## src/rtl/mul_share_sched_pkg.sv

```systemverilog
// mul_share_sched_pkg: shared constants, requester IDs and pipeline tag record
package mul_share_sched_pkg;
  localparam int KYBER_Q = 3329;
  localparam int DW_DEF = 12;
  localparam int TW_DEF = 8;
  localparam int LAT_DEF = 4;
  localparam int FDEPTH_DEF = 8;
  typedef enum logic {REQ_NTT = 1'b0, REQ_PWM = 1'b1} req_id_e;
  typedef struct packed {
    logic valid;
    req_id_e id;
    logic [TW_DEF-1:0] tag;
  } pipe_tag_t;
endpackage

```

## src/rtl/mul_share_sched_ret_fifo.sv

```systemverilog
// ret_fifo: first-word fall-through return FIFO with occupancy count
module ret_fifo #(
  parameter int W = 20,
  parameter int DEPTH = 8
) (
  input  logic clk,
  input  logic rst,
  input  logic push,
  input  logic [W-1:0] din,
  input  logic pop,
  output logic valid,
  output logic [W-1:0] dout,
  output logic [$clog2(DEPTH+1)-1:0] count
);
  localparam int AW = $clog2(DEPTH);
  localparam int CW = $clog2(DEPTH + 1);
  logic [W-1:0] mem [DEPTH];
  logic [AW-1:0] wp, rp;
  logic rd;
  assign valid = count != '0;
  assign rd = pop && valid;
  assign dout = valid ? mem[rp] : '0;
  always_ff @(posedge clk) if (push) mem[wp] <= din;
  always_ff @(posedge clk) begin
    if (rst) begin
      wp <= '0;
      rp <= '0;
      count <= '0;
    end else begin
      wp <= wp + AW'(push);
      rp <= rp + AW'(rd);
      count <= count + CW'(push) - CW'(rd);
    end
  end
  // a push into a full FIFO is only legal together with a pop
  overflow: assert property (@(posedge clk) disable iff (rst) !(push && !rd && count == CW'(DEPTH)));
endmodule

```

## src/rtl/mul_share_sched.sv

```systemverilog
// mul_share_sched: round-robin, credit-limited sharing of one non-stallable mod-q multiplier
module mul_share_sched
  import mul_share_sched_pkg::*;
#(
  parameter int DW = DW_DEF,
  parameter int TW = TW_DEF,
  parameter int LAT = LAT_DEF,
  parameter int FDEPTH = FDEPTH_DEF
) (
  input  logic clk,
  input  logic reset,
  input  logic r0_valid,
  output logic r0_ready,
  input  logic [DW-1:0] r0_a,
  input  logic [DW-1:0] r0_b,
  input  logic [TW-1:0] r0_tag,
  input  logic r1_valid,
  output logic r1_ready,
  input  logic [DW-1:0] r1_a,
  input  logic [DW-1:0] r1_b,
  input  logic [TW-1:0] r1_tag,
  output logic m_en,
  output logic [DW-1:0] m_a,
  output logic [DW-1:0] m_b,
  input  logic [DW-1:0] m_res,
  output logic o0_valid,
  input  logic o0_ready,
  output logic [DW-1:0] o0_res,
  output logic [TW-1:0] o0_tag,
  output logic o1_valid,
  input  logic o1_ready,
  output logic [DW-1:0] o1_res,
  output logic [TW-1:0] o1_tag,
  output logic busy
);
  localparam int CW = $clog2(FDEPTH + 1);
  logic [CW-1:0] cnt0, cnt1, fcnt0, fcnt1;
  logic elig0, elig1, g0, g1, prio1, pop0, pop1;
  pipe_tag_t iss, tail;
  pipe_tag_t pipe [LAT];
  logic [DW+TW-1:0] d0, d1;
  assign elig0 = r0_valid && (cnt0 < CW'(FDEPTH));
  assign elig1 = r1_valid && (cnt1 < CW'(FDEPTH));
  // prio1 set means r1 wins a tie because r0 was granted last
  assign g0 = elig0 && !(elig1 && prio1);
  assign g1 = elig1 && !(elig0 && !prio1);
  assign r0_ready = g0;
  assign r1_ready = g1;
  assign pop0 = o0_valid && o0_ready;
  assign pop1 = o1_valid && o1_ready;
  assign m_en = iss.valid;
  assign tail = pipe[LAT-1];
  assign busy = (cnt0 != '0) || (cnt1 != '0);
  assign {o0_res, o0_tag} = d0;
  assign {o1_res, o1_tag} = d1;
  always_ff @(posedge clk) begin
    if (reset) begin
      prio1 <= 1'b0;
      cnt0 <= '0;
      cnt1 <= '0;
      iss <= '0;
      m_a <= '0;
      m_b <= '0;
    end else begin
      if (g0 || g1) prio1 <= g0;
      cnt0 <= cnt0 + CW'(g0) - CW'(pop0);
      cnt1 <= cnt1 + CW'(g1) - CW'(pop1);
      iss <= '{valid: g0 || g1, id: g1 ? REQ_PWM : REQ_NTT, tag: g1 ? r1_tag : g0 ? r0_tag : '0};
      m_a <= g1 ? r1_a : g0 ? r0_a : '0;
      m_b <= g1 ? r1_b : g0 ? r0_b : '0;
    end
  end
  // tag record tracks the multiplier pipeline so it lines up with m_res
  always_ff @(posedge clk) begin
    pipe[0] <= reset ? '0 : iss;
    for (int i = 1; i < LAT; i++) pipe[i] <= reset ? '0 : pipe[i-1];
  end
  ret_fifo #(.W(DW + TW), .DEPTH(FDEPTH)) u_fifo0 (
    .clk(clk), .rst(reset), .push(tail.valid && tail.id == REQ_NTT), .din({m_res, tail.tag}),
    .pop(o0_ready), .valid(o0_valid), .dout(d0), .count(fcnt0)
  );
  ret_fifo #(.W(DW + TW), .DEPTH(FDEPTH)) u_fifo1 (
    .clk(clk), .rst(reset), .push(tail.valid && tail.id == REQ_PWM), .din({m_res, tail.tag}),
    .pop(o1_ready), .valid(o1_valid), .dout(d1), .count(fcnt1)
  );
  credit_cover: assert property (@(posedge clk) disable iff (reset) fcnt0 <= cnt0 && fcnt1 <= cnt1);
endmodule

```

## config.mk

```make
export PLATFORM = sky130hd
export DESIGN_NAME = mul_share_sched
export DESIGN_NICKNAME = d
export VERILOG_FILES = /design/src/rtl/mul_share_sched_pkg.sv /design/src/rtl/mul_share_sched_ret_fifo.sv /design/src/rtl/mul_share_sched.sv
export SDC_FILE = /design/constraint.sdc
export NUM_CORES = 1
export LEC_CHECK = 0
export BUFFER_PORTS_ARGS = -buffer_cell sky130_fd_sc_hd__buf_2
export CAP_MARGIN = 30
export CORE_MARGIN = 2
export CORE_UTILIZATION = 25
export DETAILED_ROUTE_END_ITERATION = 10
export SYNTH_ARGS = -nofsm -noshare
export SYNTH_HDL_FRONTEND = slang
export SYNTH_SLANG_ARGS = --single-unit
```

## constraint.sdc

```tcl
create_clock -name clk -period 2.7 [get_ports clk]
set_input_delay 0.135 -clock clk [delete_from_list [all_inputs] [get_ports clk]]
set_output_delay 0.135 -clock clk [all_outputs]
set_load 0.005 [all_outputs]
```

-- Yosys cells after proc, flatten, opt, wreduce, memory -nomap -nowiden
Memory sizes are Yosys's and may differ from the RTL's. A register that Yosys moved wholly into a read port is not among the register bits.
Cells that the tools add are included.
- RAM bits: 360
- logic and storage cells: 70
- memories: 3
- output and inout port bits: 70
- input bits: 82
- bits in registers: 63
- memories (name ; depth ; width ; read ports ; clocked after memory_dff ; wr ports ; RTL line ; source):
    u_fifo0.mem ; 8 ; 20 ; 1 ; 1 ; 1 ; mul_share_sched_ret_fifo.sv:17 ; logic [W-1:0] mem [DEPTH];
    u_fifo1.mem ; 8 ; 20 ; 1 ; 1 ; 1 ; mul_share_sched_ret_fifo.sv:17 ;
    pipe ; 4 ; 10 ; 4 ; 0 ; 4 ; mul_share_sched.sv:40 ; pipe_tag_t pipe [LAT];
- bitwise operators: 1
- mux-type cells: 19
- reduce and logical (&&, ||, !) cells: 19
- order comparisons: 2
- add/sub/neg operators: 12
- operators with widths (operator ; number):
    $mux W12 ; 4
    $mux W10 ; 4
    $mux W20 ; 2
    $add A4 B1 Y4 ; 4
    $mux W8 ; 2
    $reduce_bool A4 Y1 ; 4
    $sub A4 B1 Y4 ; 4
    $add A3 B1 Y3 ; 4
    $logic_and A1 B1 Y1 ; 10
    $lt A4 B4 Y1 const B ; 2
    $mux W3 ; 2
    $mux W1 ; 5
    $logic_not A1 Y1 ; 3
    $logic_or A1 B1 Y1 ; 2
    $not A1 Y1 ; 1

-- Depth between registers and ports, before layout
- depth in word-level cells: 7
- mapped depth: 11
- gate-level depth less buffers: 11

-- Modules after synthesis
A second synthesis with hierarchy kept.
- cell total of the unflattened synthesis: 826
- area total of the unflattened synthesis: 15965.3 µm²
- modules (own cells, without submodules) (module ; cells an instance ; times used ; area each (µm²) ; seq. area each (µm²)):
    ret_fifo ; 298 ; 2 ; 6596.3 ; 5004.8
    mul_share_sched ; 230 ; 1 ; 2772.7 ; 1661.6

-- Least setup slack after synthesis
No wires, ideal clock.
- kind: flip-flop to flip-flop
- start: memory pipe[3][9] (netlist bit)
- end: memory u_fifo0.mem[0][0], enable pin
- path buffers: 1
- path slack: 100 ps
- arrival time: 2178 ps
- setup time: 422 ps
- stages on the path, launching flop included: 5
- cell sequence: dfxtp_1 -> nor2b_1 -> clkbuf_1 -> nand2b_1 -> nor3_1
- RTL lines (item ; RTL line):
    start, declared ; mul_share_sched.sv:40
    end, declared ; mul_share_sched_ret_fifo.sv:17

==> results.toml <==
[place]
gp_congestion = 0.717
dp_cells = 1800
pre_cts_slack_ns = 0.349
dpl_cell_area_sq_um = 17600
numPortBuffers = 151
hpwlAfterDp_um = 20400

[detailed_routing]
wl_um = 34700
wl_per_cell_um = 17.7
first_pass_iters = 5
vias_per_cell = 4.13
num_vias = 8095
postRouteAntennaNets = 0
drtIter0Drc = 523
drc = 0

[logic_synthesis]
synth.distinct_cells = 36
synth_top_area_cell = "edfxtp_1"
synth_nets = 926
synthTopCellsByArea = "edfxtp_1 61%, dfxtp_1 13%, mux4_2 9.3%"
ys_warn_count = 0
synthArstFlopShare = 0
synthCells = 816
synthMuxAreaShare = 0.121
synthSimpleGateAreaFrac = 0.0432
synth_top_area_share = 0.609
ys.flop_type = "edfxtp_1"
yosys-top-cells-count = "320 x edfxtp_1, 103 x dfxtp_1, 72 x a22o_1"
synth_compound_area_frac = 0.0455
syn_avg_cell_area_sq_um = 19.3
ys_seq_area_frac = 0.740
synth_edf_count = 320
synthAdderAreaFrac = 0.0241
synth_top_family_by_area = "multiplexers"
synth_most_common_cell = "edfxtp_1"
yosys.area_share.xor_xnor = 0.00611
ys_ff_latch = 423
syn_area_sq_um = 15800

[pwr]
p_leak_nw = 7.07
p_total_mw = 17.3
peakVddDrop_v = 0.000513
p_per_area_nw_per_um2 = 871

[global_route]
grt_pass1_wl_um = 51800
grt_usage = 0.107
antenna_found_initial = 0
grt_max_degree = 42
grt_pass1_vias = 8560
overflow = 0

[worst_setup_path]
required_ns = 2.57
rr_worst_depth = 9
arrival_ns = 2.37
cp.depth = 4
crit_path_max_fanout = 12
regToRegSetupSlack_ns = 0.36
crit_end = "o1_tag[6]"
critPathMaxStageDelay_ns = 0.54
critPathLaunchType = "flop"
slowest_stage = "mux4_2"
cp_cell_sequence = "buf_4, mux4_2, a22o_1, buf_2"
r2r-start = "u_fifo0.count[2]"
end_kind = "output pin"
path_delay_family = "multiplexers"
cp.buffers_inverters = 2
rr_endpoint = "u_fifo0.count[3]"
crit_type = "reg -> out"
startpoint = "u_fifo1.rp[0]"

[sta]
fin_hold_ws_ns = 0.0929
hold_viol = 0
maxSlewHeadroom = 0.546
tightest_slew_ns = 0.681
rsz0062_at_grt = "false"
fin_crit_sh = 0.929
setup_violations = 0
worst_slack_ns = 0.192
skew_ns = 0.0223
drv_slew = 0
min_period_ns = 2.51
fmax_ghz = 0.399
tns_ns = 0

[clock_tree]
root_buffer = "clkbuf_16"
cts_tree = "built"
post_cts_buffers = 0
clock_latency_ns = 0.58
cts_buffers = 44
path_clk_slew_ns = 0.06
ctsHtreeMaxLevel = 2
clk_path_buf_depth = 3
cts_sinks = 423

[die]
die_h_um = 255
die_w_um = 255
rows = 92
start_util = 0.251
die-area_sq_um = 65100
core_sq_um = 62700
num_io_pins = 152

[status]
status = "complete, no violations"

[final_layout]
post-route-util = 0.317
stdcell_area_sq_um = 19900
area_delta_synth_final_pct = 26.1
layout.nets = 1190
finalNonFillerCells = 1958
final_layout_size_suffix_gt1_frac = 0.288
regArea_sq_um = 11700
antennaDiodeCount = 0
multi_input_area_sq_um = 3810
fillers = 6038

[hold_path]
hold_path.class = "in -> reg"

[job]
cap_violations = 0
==> worst reg2reg max path: cells and delay by family, from the launching register on <==
family | cells | cell delay, ns
multiplexers | 1 | 0.34
buffers and inverters | 1 | 0.05
AND/OR/NAND/NOR | 3 | 0.73
adder cells (fa/ha/maj) | 2 | 0.47
AO/OA/AOI/OAI | 2 | 0.34
flip-flops | 1 | 0.30
==> flip-flops by register name, summed over array words and instances, names as in the netlist <==
register / count
u_fifo1.wp: 3
u_fifo0.count: 4
m_en: 1
u_fifo0.rp: 3
u_fifo0.mem: 160
m_a: 12
cnt1: 4
m_b: 12
iss: 9
cnt0: 4
prio1: 1
pipe: 40
u_fifo1.rp: 3
u_fifo1.count: 4
u_fifo0.wp: 3
u_fifo1.mem: 160
==> report_power, final <==
group	total (mW)	leakage [nW]	internal (mW)	switching, mW
clock	6.03	0.687	3.52	2.51
combinational	3.96	2.64	2.08	1.88
sequential	7.35	3.75	7.20	0.146
total	17.3	7.07	12.8	4.53
==> placed cells by master (no fill, tap or decap), drive strengths merged, types with 2 or more instances in the layout <==
cell type / count
dlygate4sd3: 80
edfxtp: 320
nor2b: 60
ha: 24
a21oi: 8
xor2: 2
mux4: 80
xnor2: 9
nor2: 31
nand2b: 7
clkinv: 8
clkbuf: 65
and2: 2
bufinv: 4
buf: 179
a21o: 4
mux2: 4
or2: 3
inv: 21
nand3: 2
nor3: 5
nand2: 6
fa: 4
a22o: 72
nor3b: 2
dfxtp: 103
==> routing by layer <==
metal	part of all wire	GRT usage
met4	0.023	0.0349
met3	0.062	0.0258
met1	0.42	0.133
met5	0	0
met2	0.50	0.182
==> final cells by class <==
type,instances,share of cell area
timing repair buffer,259,0.0917
sequential,423,0.587
multi-input combinational,331,0.192
inverter,21,0.00396
clock inverter,13,0.0115
tap,846,0.0532
clock buffer,65,0.0609
==> worst min path at each step <==
stage                     cells after the start  slack, ns     start            endpoint
final                                         2       0.09     reset          pipe[1][8]
after CTS                                     2       0.08     reset          pipe[1][7]
after global placement                        2       0.35   r1_b[7]              m_b[7]
after floorplan                               0       0.23  m_res[2]  u_fifo0.mem[0][10]
after detailed placement                      2       0.35   r1_a[4]              m_a[4]
after global routing                          2       0.12     reset          pipe[1][3]
==> what timing repair did <==
action                                  4_1_cts  5_1_grt
endpoints found under the setup margin        0        4
resized for setup                             0        2
hold endpoints to repair                    227        0
hold buffers                                 80        0
==> logic make-up after synthesis <==
| logic type | count (synthesis) |
|---|---|
| xor gates and xnor gates | 11 |
| adders and majority gates | 28 |
| buffers and inverters | 62 |
| and+or+nand+nor | 122 |
| muxes | 84 |
| DFF | 423 |
| AOI/OAI and AO/OA | 86 |
Note: power is estimated with default switching activity, not from simulation.
